**src/rtl/bram_tile_loader.sv**
```systemverilog
// Tile loader: writes one tile of 32-bit stream words into BRAM Port A, then hands off to the fetch stage.
// Optional LOAD_CHECKSUM_EN adds tile_checksum, the XOR of every committed write in the tile.
module bram_tile_loader #(
   parameter int DATA_WIDTH         = 32,
   parameter int ADDR_WIDTH         = 14,
   parameter int WORDS_PER_TILE     = 4096,
   parameter int WRITE_START_OFFSET = 896,
   parameter int PACK_RATIO         = 8
) (
   input  logic                  clk,
   input  logic                  rst,
   input  logic                  start_load,
   input  logic                  abort,
   input  logic                  s_valid,
   input  logic [DATA_WIDTH-1:0] s_data,
   output logic                  s_ready,
   input  logic                  fetch_idle,
   output logic                  ena,
   output logic                  wea,
   output logic [ADDR_WIDTH-1:0] addra,
   output logic [DATA_WIDTH-1:0] dina,
   output logic                  load_busy,
   output logic                  load_done,
   output logic                  start_fetch,
   output logic [ADDR_WIDTH:0]   words_written,
   output logic [ADDR_WIDTH:0]   fetch_words
`ifdef LOAD_CHECKSUM_EN
   ,
   output logic [DATA_WIDTH-1:0] tile_checksum
`endif
);

   localparam int CNT_W = ADDR_WIDTH + 1;
   localparam logic [CNT_W-1:0]      LAST_BEAT  = CNT_W'(WORDS_PER_TILE - 1);
   localparam logic [ADDR_WIDTH-1:0] START_ADDR = ADDR_WIDTH'(WRITE_START_OFFSET);

   typedef enum logic [1:0] {
      ST_IDLE,
      ST_LOAD,
      ST_DRAIN,
      ST_HANDOFF
   } state_e;

   state_e                state_q, state_d;
   logic [CNT_W-1:0]      beat_q, beat_d;
   logic [CNT_W-1:0]      words_q, words_d;
   logic                  wea_q, wea_d;
   logic [ADDR_WIDTH-1:0] addra_q, addra_d;
   logic [DATA_WIDTH-1:0] dina_q, dina_d;
   logic                  done_q, done_d;
`ifdef LOAD_CHECKSUM_EN
   logic [DATA_WIDTH-1:0] cksum_q, cksum_d;
`endif

   // NOTE: every signal written here gets a default first, so no path can leave one unassigned and infer a latch.
   always_comb begin
      state_d     = state_q;
      beat_d      = beat_q;
      words_d     = words_q;
      wea_d       = 1'b0;
      addra_d     = addra_q;
      dina_d      = dina_q;
      done_d      = 1'b0;
      s_ready     = 1'b0;
      start_fetch = 1'b0;
`ifdef LOAD_CHECKSUM_EN
      cksum_d     = cksum_q;
`endif

      if (abort && (state_q != ST_IDLE)) begin
         // Cancel wins over everything except reset; nothing is accepted and no handoff occurs.
         state_d = ST_IDLE;
      end else begin
         unique case (state_q)
            ST_IDLE: begin
               if (start_load) begin
                  state_d = ST_LOAD;
                  beat_d  = '0;
                  words_d = '0;
`ifdef LOAD_CHECKSUM_EN
                  cksum_d = '0;
`endif
               end
            end

            ST_LOAD: begin
               s_ready = 1'b1;
               if (s_valid) begin
                  wea_d   = 1'b1;
                  // Address wraps naturally through truncation to ADDR_WIDTH bits.
                  addra_d = START_ADDR + beat_q[ADDR_WIDTH-1:0];
                  dina_d  = s_data;
                  beat_d  = beat_q + 1'b1;
                  words_d = words_q + 1'b1;
`ifdef LOAD_CHECKSUM_EN
                  cksum_d = cksum_q ^ s_data;
`endif
                  if (beat_q == LAST_BEAT) begin
                     state_d = ST_DRAIN;
                  end
               end
            end

            ST_DRAIN: begin
               done_d  = 1'b1;
               state_d = ST_HANDOFF;
            end

            ST_HANDOFF: begin
               if (fetch_idle) begin
                  start_fetch = 1'b1;
                  state_d     = ST_IDLE;
               end
            end

            default: state_d = ST_IDLE;
         endcase
      end
   end

   // NOTE: sequential state uses non-blocking assignments so every flop samples pre-edge values.
   always_ff @(posedge clk) begin
      if (rst) begin
         state_q <= ST_IDLE;
         beat_q  <= '0;
         words_q <= '0;
         wea_q   <= 1'b0;
         addra_q <= START_ADDR;
         dina_q  <= '0;
         done_q  <= 1'b0;
`ifdef LOAD_CHECKSUM_EN
         cksum_q <= '0;
`endif
      end else begin
         state_q <= state_d;
         beat_q  <= beat_d;
         words_q <= words_d;
         wea_q   <= wea_d;
         addra_q <= addra_d;
         dina_q  <= dina_d;
         done_q  <= done_d;
`ifdef LOAD_CHECKSUM_EN
         cksum_q <= cksum_d;
`endif
      end
   end

   assign ena           = 1'b1;
   assign wea           = wea_q;
   assign addra         = addra_q;
   assign dina          = dina_q;
   assign load_busy     = (state_q != ST_IDLE);
   assign load_done     = done_q;
   assign words_written = words_q;
   assign fetch_words   = CNT_W'(WORDS_PER_TILE / PACK_RATIO);
`ifdef LOAD_CHECKSUM_EN
   assign tile_checksum = cksum_q;
`endif

endmodule

```
**config.mk**
```make
export PLATFORM = sky130hd
export DESIGN_NAME = bram_tile_loader
export DESIGN_NICKNAME = d
export VERILOG_FILES = /design/src/rtl/bram_tile_loader.sv
export SDC_FILE = /design/constraint.sdc
export NUM_CORES = 1
export LEC_CHECK = 0
export CORE_UTILIZATION = 30
export CTS_CLUSTER_SIZE = 16
export DETAILED_ROUTE_END_ITERATION = 6
export GPL_TIMING_DRIVEN = 0
export RECOVER_POWER = 50
export SYNTH_ARGS = -nofsm -noshare
export SYNTH_HDL_FRONTEND = slang
export SYNTH_SLANG_ARGS = --single-unit
```
**constraint.sdc**
```tcl
create_clock -name clk -period 2.55 [get_ports clk]
set_input_delay 0.6375 -clock clk [delete_from_list [all_inputs] [get_ports clk]]
set_output_delay 0.6375 -clock clk [all_outputs]
set_load 0.02 [all_outputs]
```
==> results of run 1 <==
==> metrics by stage <==
stage | utilization | setup TNS, ns
2_1_floorplan | - | 0
5_1_grt | 0.450 | 0
3_3_place_gp | 0.419 | -7.98
6_report | 0.450 | 0
4_1_cts | 0.449 | 0
3_5_place_dp | 0.419 | -8.60
==> critical path, stage by stage (launching register included) <==
cell                            delay (ns)
sky130_fd_sc_hd__dfxtp_1              0.38
sky130_fd_sc_hd__inv_1                0.08
sky130_fd_sc_hd__ha_2                 0.23
sky130_fd_sc_hd__nand2b_2             0.22
sky130_fd_sc_hd__and3_1               0.19
sky130_fd_sc_hd__dlygate4sd2_1        0.32
==> state kept, by name (all words and copies together), names as in the netlist <==
register and cells:
state_q 2, wea 1, beat_q 15, words_written 15, dina 32, load_done 1, addra 14
==> metal layers <==
| layer | up-vias | part of all wire |
|---|---|---|
| li1 | 1757 | - |
| met1 | 1559 | 0.46 |
| met2 | 83 | 0.47 |
| met3 | 11 | 0.053 |
| met4 | 0 | 0.012 |
| met5 | - | 0 |
==> cells by family after synthesis <==
logic type	Yosys count	synth area share
AO/OA/AOI/OAI	104	0.170
XOR/XNOR	6	0.0148
adder cells (fa/ha/maj)	8	0.0282
buffers and inverters	56	0.0776
flip-flops	80	0.451
multiplexers	4	0.0113
other	2	0.00212
AND/OR/NAND/NOR	180	0.244
==> cell type report <==
class / count / area, um^2
fill: 1125 / 6310
multi-input combinational: 318 / 1740
sequential: 80 / 1600
timing repair buffer: 102 / 1020
clock buffer: 11 / 253
buffer: 43 / 226
tap: 143 / 179
clock inverter: 5 / 86.3
inverter: 13 / 48.8
==> cell usage after synthesis (all sizes together) <==
cell type,number
o221ai,1
o2111ai,1
and2,2
or2,1
a311oi,1
o41ai,2
a31o,1
nor3,4
a31oi,1
a211o,2
nand3,13
o31ai,13
clkbuf,20
dfxtp,80
and4,2
and3b,1
nor4,2
a211oi,2
and3,3
nand3b,1
or4,14
conb,2
buf,23
o221a,1
a21oi,66
ha,8
nor3b,1
nand2,99
nor2,13
or3,13
o21bai,1
nand2b,3
and4bb,1
mux2i,4
o21ai,11
xor2,3
xnor2,3
nand4,7
inv,13
o41a,1
==> repair_timing <==
| action | in CTS | in global routing |
|---|---|---|
| cloned | 0 | 0 |
| gates resized for setup | 3 | 3 |
| endpoints found under the hold margin | 0 | 0 |
| setup endpoints to repair | 16 | 4 |
| pin swaps | 0 | 0 |
==> where the power goes <==
group	leakage [nW]	internal [W]	switching [W]	total [W]
logic	1.17	0.000428	0.000667	0.00109
registers	0.647	0.00137	0.0000766	0.00145
clock network	0.167	0.000920	0.000533	0.00145
==> worst max path at each step <==
stage	depth (start not counted)	end	start
finish	5	start_fetch	state_q[0]$_SDFFE_PP0P_
global route	5	start_fetch	state_q[0]$_SDFFE_PP0P_
CTS	5	start_fetch	state_q[0]$_SDFFE_PP0P_
detailed placement	7	beat_q[7]$_SDFFE_PP0P_	s_valid
global placement	7	beat_q[7]$_SDFFE_PP0P_	abort
floorplan	7	words_written[13]$_SDFFE_PP0P_	state_q[0]$_SDFFE_PP0P_
==> results.md, run 1 <==
| Parameter | This run | Unit |
|:---|:---|:---|
| Count of buffers inserted at the top-level ports | 102 | - |
| WS Path Type | reg -> out | - |
| DRC marker count from the first detailed-route iteration | 186 | - |
| Post-Syn Area | 3550 | um^2 |
| P_leak | 1.98 | nW |
| Clock network latency to the later pin of the worst-skew pair | 0.34 | ns |
| Synth top area share | 0.451 | - |
| Count of warnings emitted by yosys | 0 | - |
| Hold-fix buffer count after cts | 0 | - |
| GRT overflow | 0 | - |
| All-Layer GR Usage | 0.160 | - |
| Wire length of the first global-routing pass | 16,000 | um |
| Nets@finish | 613 | - |
| Area of the core | 11,500 | um^2 |
| Cell type with the highest aggregate area in the netlist | sky130_fd_sc_hd__dfxtp_1 | - |
| Num CTS Buffers | 9 | - |
| Worst Path Arrival | 1.77 | ns |
| Die H | 111 | um |
| Crit Reg-Reg Endpoint | beat_q[9]$_SDFFE_PP0P_ | - |
| PnR Total Power | 0.00399 | W |
| Final hold slack | 0.449 | ns |
| Post-CTS Setup Bufs | 0 | - |
| Worst-margin pin slew | 0.586 | ns |
| Met1 track utilization from global routing | 0.209 | - |
| CTS tree | yes | - |
| CTS clk-pin slew, worst paths | 0.06 | ns |
| Antenna cell count | 0 | - |
| Synthesized instance count | 440 | - |
| Master cell of the clock root buffer | sky130_fd_sc_hd__clkbuf_16 | - |
| Count of clock tree sinks | 80 | - |
| Path type of the worst min-delay path | reg -> reg | - |
| Count of vias placed by the detailed router | 3,410 | - |
| Sequential fraction of the synthesis area | 0.451 | - |
| Clock period minus final worst setup slack | 2.40 | ns |
| Number of antenna violations at the first check in global routing | 0 | - |
| Crit path capture type | output pin | - |
| Clock tree skew after final layout | 0.00712 | ns |
| Max-Slew Margin vs Limit | 0.609 | - |
| Residual DRC count | 0 | - |
| End of the worst hold path | dina[18]$_SDFFE_PP0P_ | - |
| Avg Cell Area, Syn | 8.06 | um^2 |
| Peak supply drop | 0.343 | mV |
| Hold_sp | dina[18]$_SDFFE_PP0P_ | - |
| Final cycle utilization of the critical path | 0.943 | - |
| Startpoint of the most critical register-to-register path | state_q[1]$_SDFFE_PP0P_ | - |
| Worst-case setup margin in the final layout | 0.146 | ns |
| X dimension of the die | 111 | um |
| Most common cell after layout, fill and taps aside | sky130_fd_sc_hd__nand2_1 | - |
| Bufs on Longest Clock Path | 2 | - |
| Worst Hold Depth | 2 | - |
| Top Ports | 120 | - |
| Layout cell share with drive strength beyond 1 | 0.0804 | - |
| Setup violation total in the final timing report | 0 | - |
| Required time of the critical path | 1.91 | ns |
| Met2 demand-to-capacity share in global routing | 0.259 | - |
| Run status | finished clean | - |
| Sum of routed wire length over all layers | 9400 | um |
| Main area contributors after synthesis | sky130_fd_sc_hd__dfxtp_1 (45%), sky130_fd_sc_hd__nand2_1 (10%), sky130_fd_sc_hd__a21oi_1 (9.3%) | - |
| Cell count after placement | 699 | - |
| Die Area | 12,300 | um^2 |
| Hold Vio Cnt, Final | 0 | - |
| Number of max-slew violations in the final report | 0 | - |
| Power per Cell Area | 774 | nW/um^2 |
| Startpoint class of the critical path | flip-flop | - |
| ANT nets after route | 0 | - |
| Cell area after placement | 4800 | um^2 |
| Post-synthesis to final-layout area growth | 45.3 | % |
| Biggest fanout along the worst timing path | 7 | - |
| Achievable clock frequency | 416 | MHz |
| RD Place Congestion | 0.807 | - |
| RSZ-0062 raised after global routing | false | - |
| Via count of the first global-routing pass | 3,253 | - |
| Worst Reg-to-Reg Cells | 8 | - |
| Std cell rows | 39 | - |
| Fraction of met3 tracks used by global routing | 0.0426 | - |
| H-Tree Level Count | 3 | - |
| First-pass iteration count of the detailed router | 4 | - |
| Detail-routed net length per standard cell | 13.1 | um |
| Max Cap Viol | 0 | - |
| Via count normalized by instance count | 4.77 | - |
| Final Non-Filler Cells | 715 | - |
| Count of distinct cell types in the synthesized netlist | 45 | - |
| Most used routing layer in global routing | met2 | - |
| Setup slack, reg-to-reg | 0.41 | ns |
| Effective utilization at floorplan | 0.309 | - |
| Most frequent cells in the layout | sky130_fd_sc_hd__nand2_1 (98), sky130_fd_sc_hd__dfxtp_1 (80), sky130_fd_sc_hd__a21oi_1 (66) | - |
| Pin count of the biggest net entering global routing | 15 | - |
| Synthesis-stage register bit count | 80 | - |
| Placed wire-length estimate after detailed placement | 6890 | um |
| Final design area excluding fillers | 5160 | um^2 |
| Worst Setup Slack post-DPL | -0.380 | ns |
No activity file was read; power rests on OpenSTA's default activity.
==> inputs of run 2 (changes only) <==
--- a/config.mk
+++ b/config.mk
@@ -13,3 +13,4 @@
 export SYNTH_ARGS = -nofsm -noshare
 export SYNTH_HDL_FRONTEND = slang
 export SYNTH_SLANG_ARGS = --single-unit
+export TNS_END_PERCENT = 20
==> results of run 2 <==
No change in the layout: final DEF, timing and power equal those of run 1.
==> inputs of run 3 (changes only) <==
--- a/config.mk
+++ b/config.mk
@@ -6,10 +6,12 @@
 export NUM_CORES = 1
 export LEC_CHECK = 0
 export CORE_UTILIZATION = 30
+export CTS_CLUSTER_DIAMETER = 40
 export CTS_CLUSTER_SIZE = 16
 export DETAILED_ROUTE_END_ITERATION = 6
 export GPL_TIMING_DRIVEN = 0
 export RECOVER_POWER = 50
+export SLEW_MARGIN = 20
 export SYNTH_ARGS = -nofsm -noshare
 export SYNTH_HDL_FRONTEND = slang
 export SYNTH_SLANG_ARGS = --single-unit
==> results of run 3 <==
No change in the layout: final DEF, timing and power equal those of run 1.
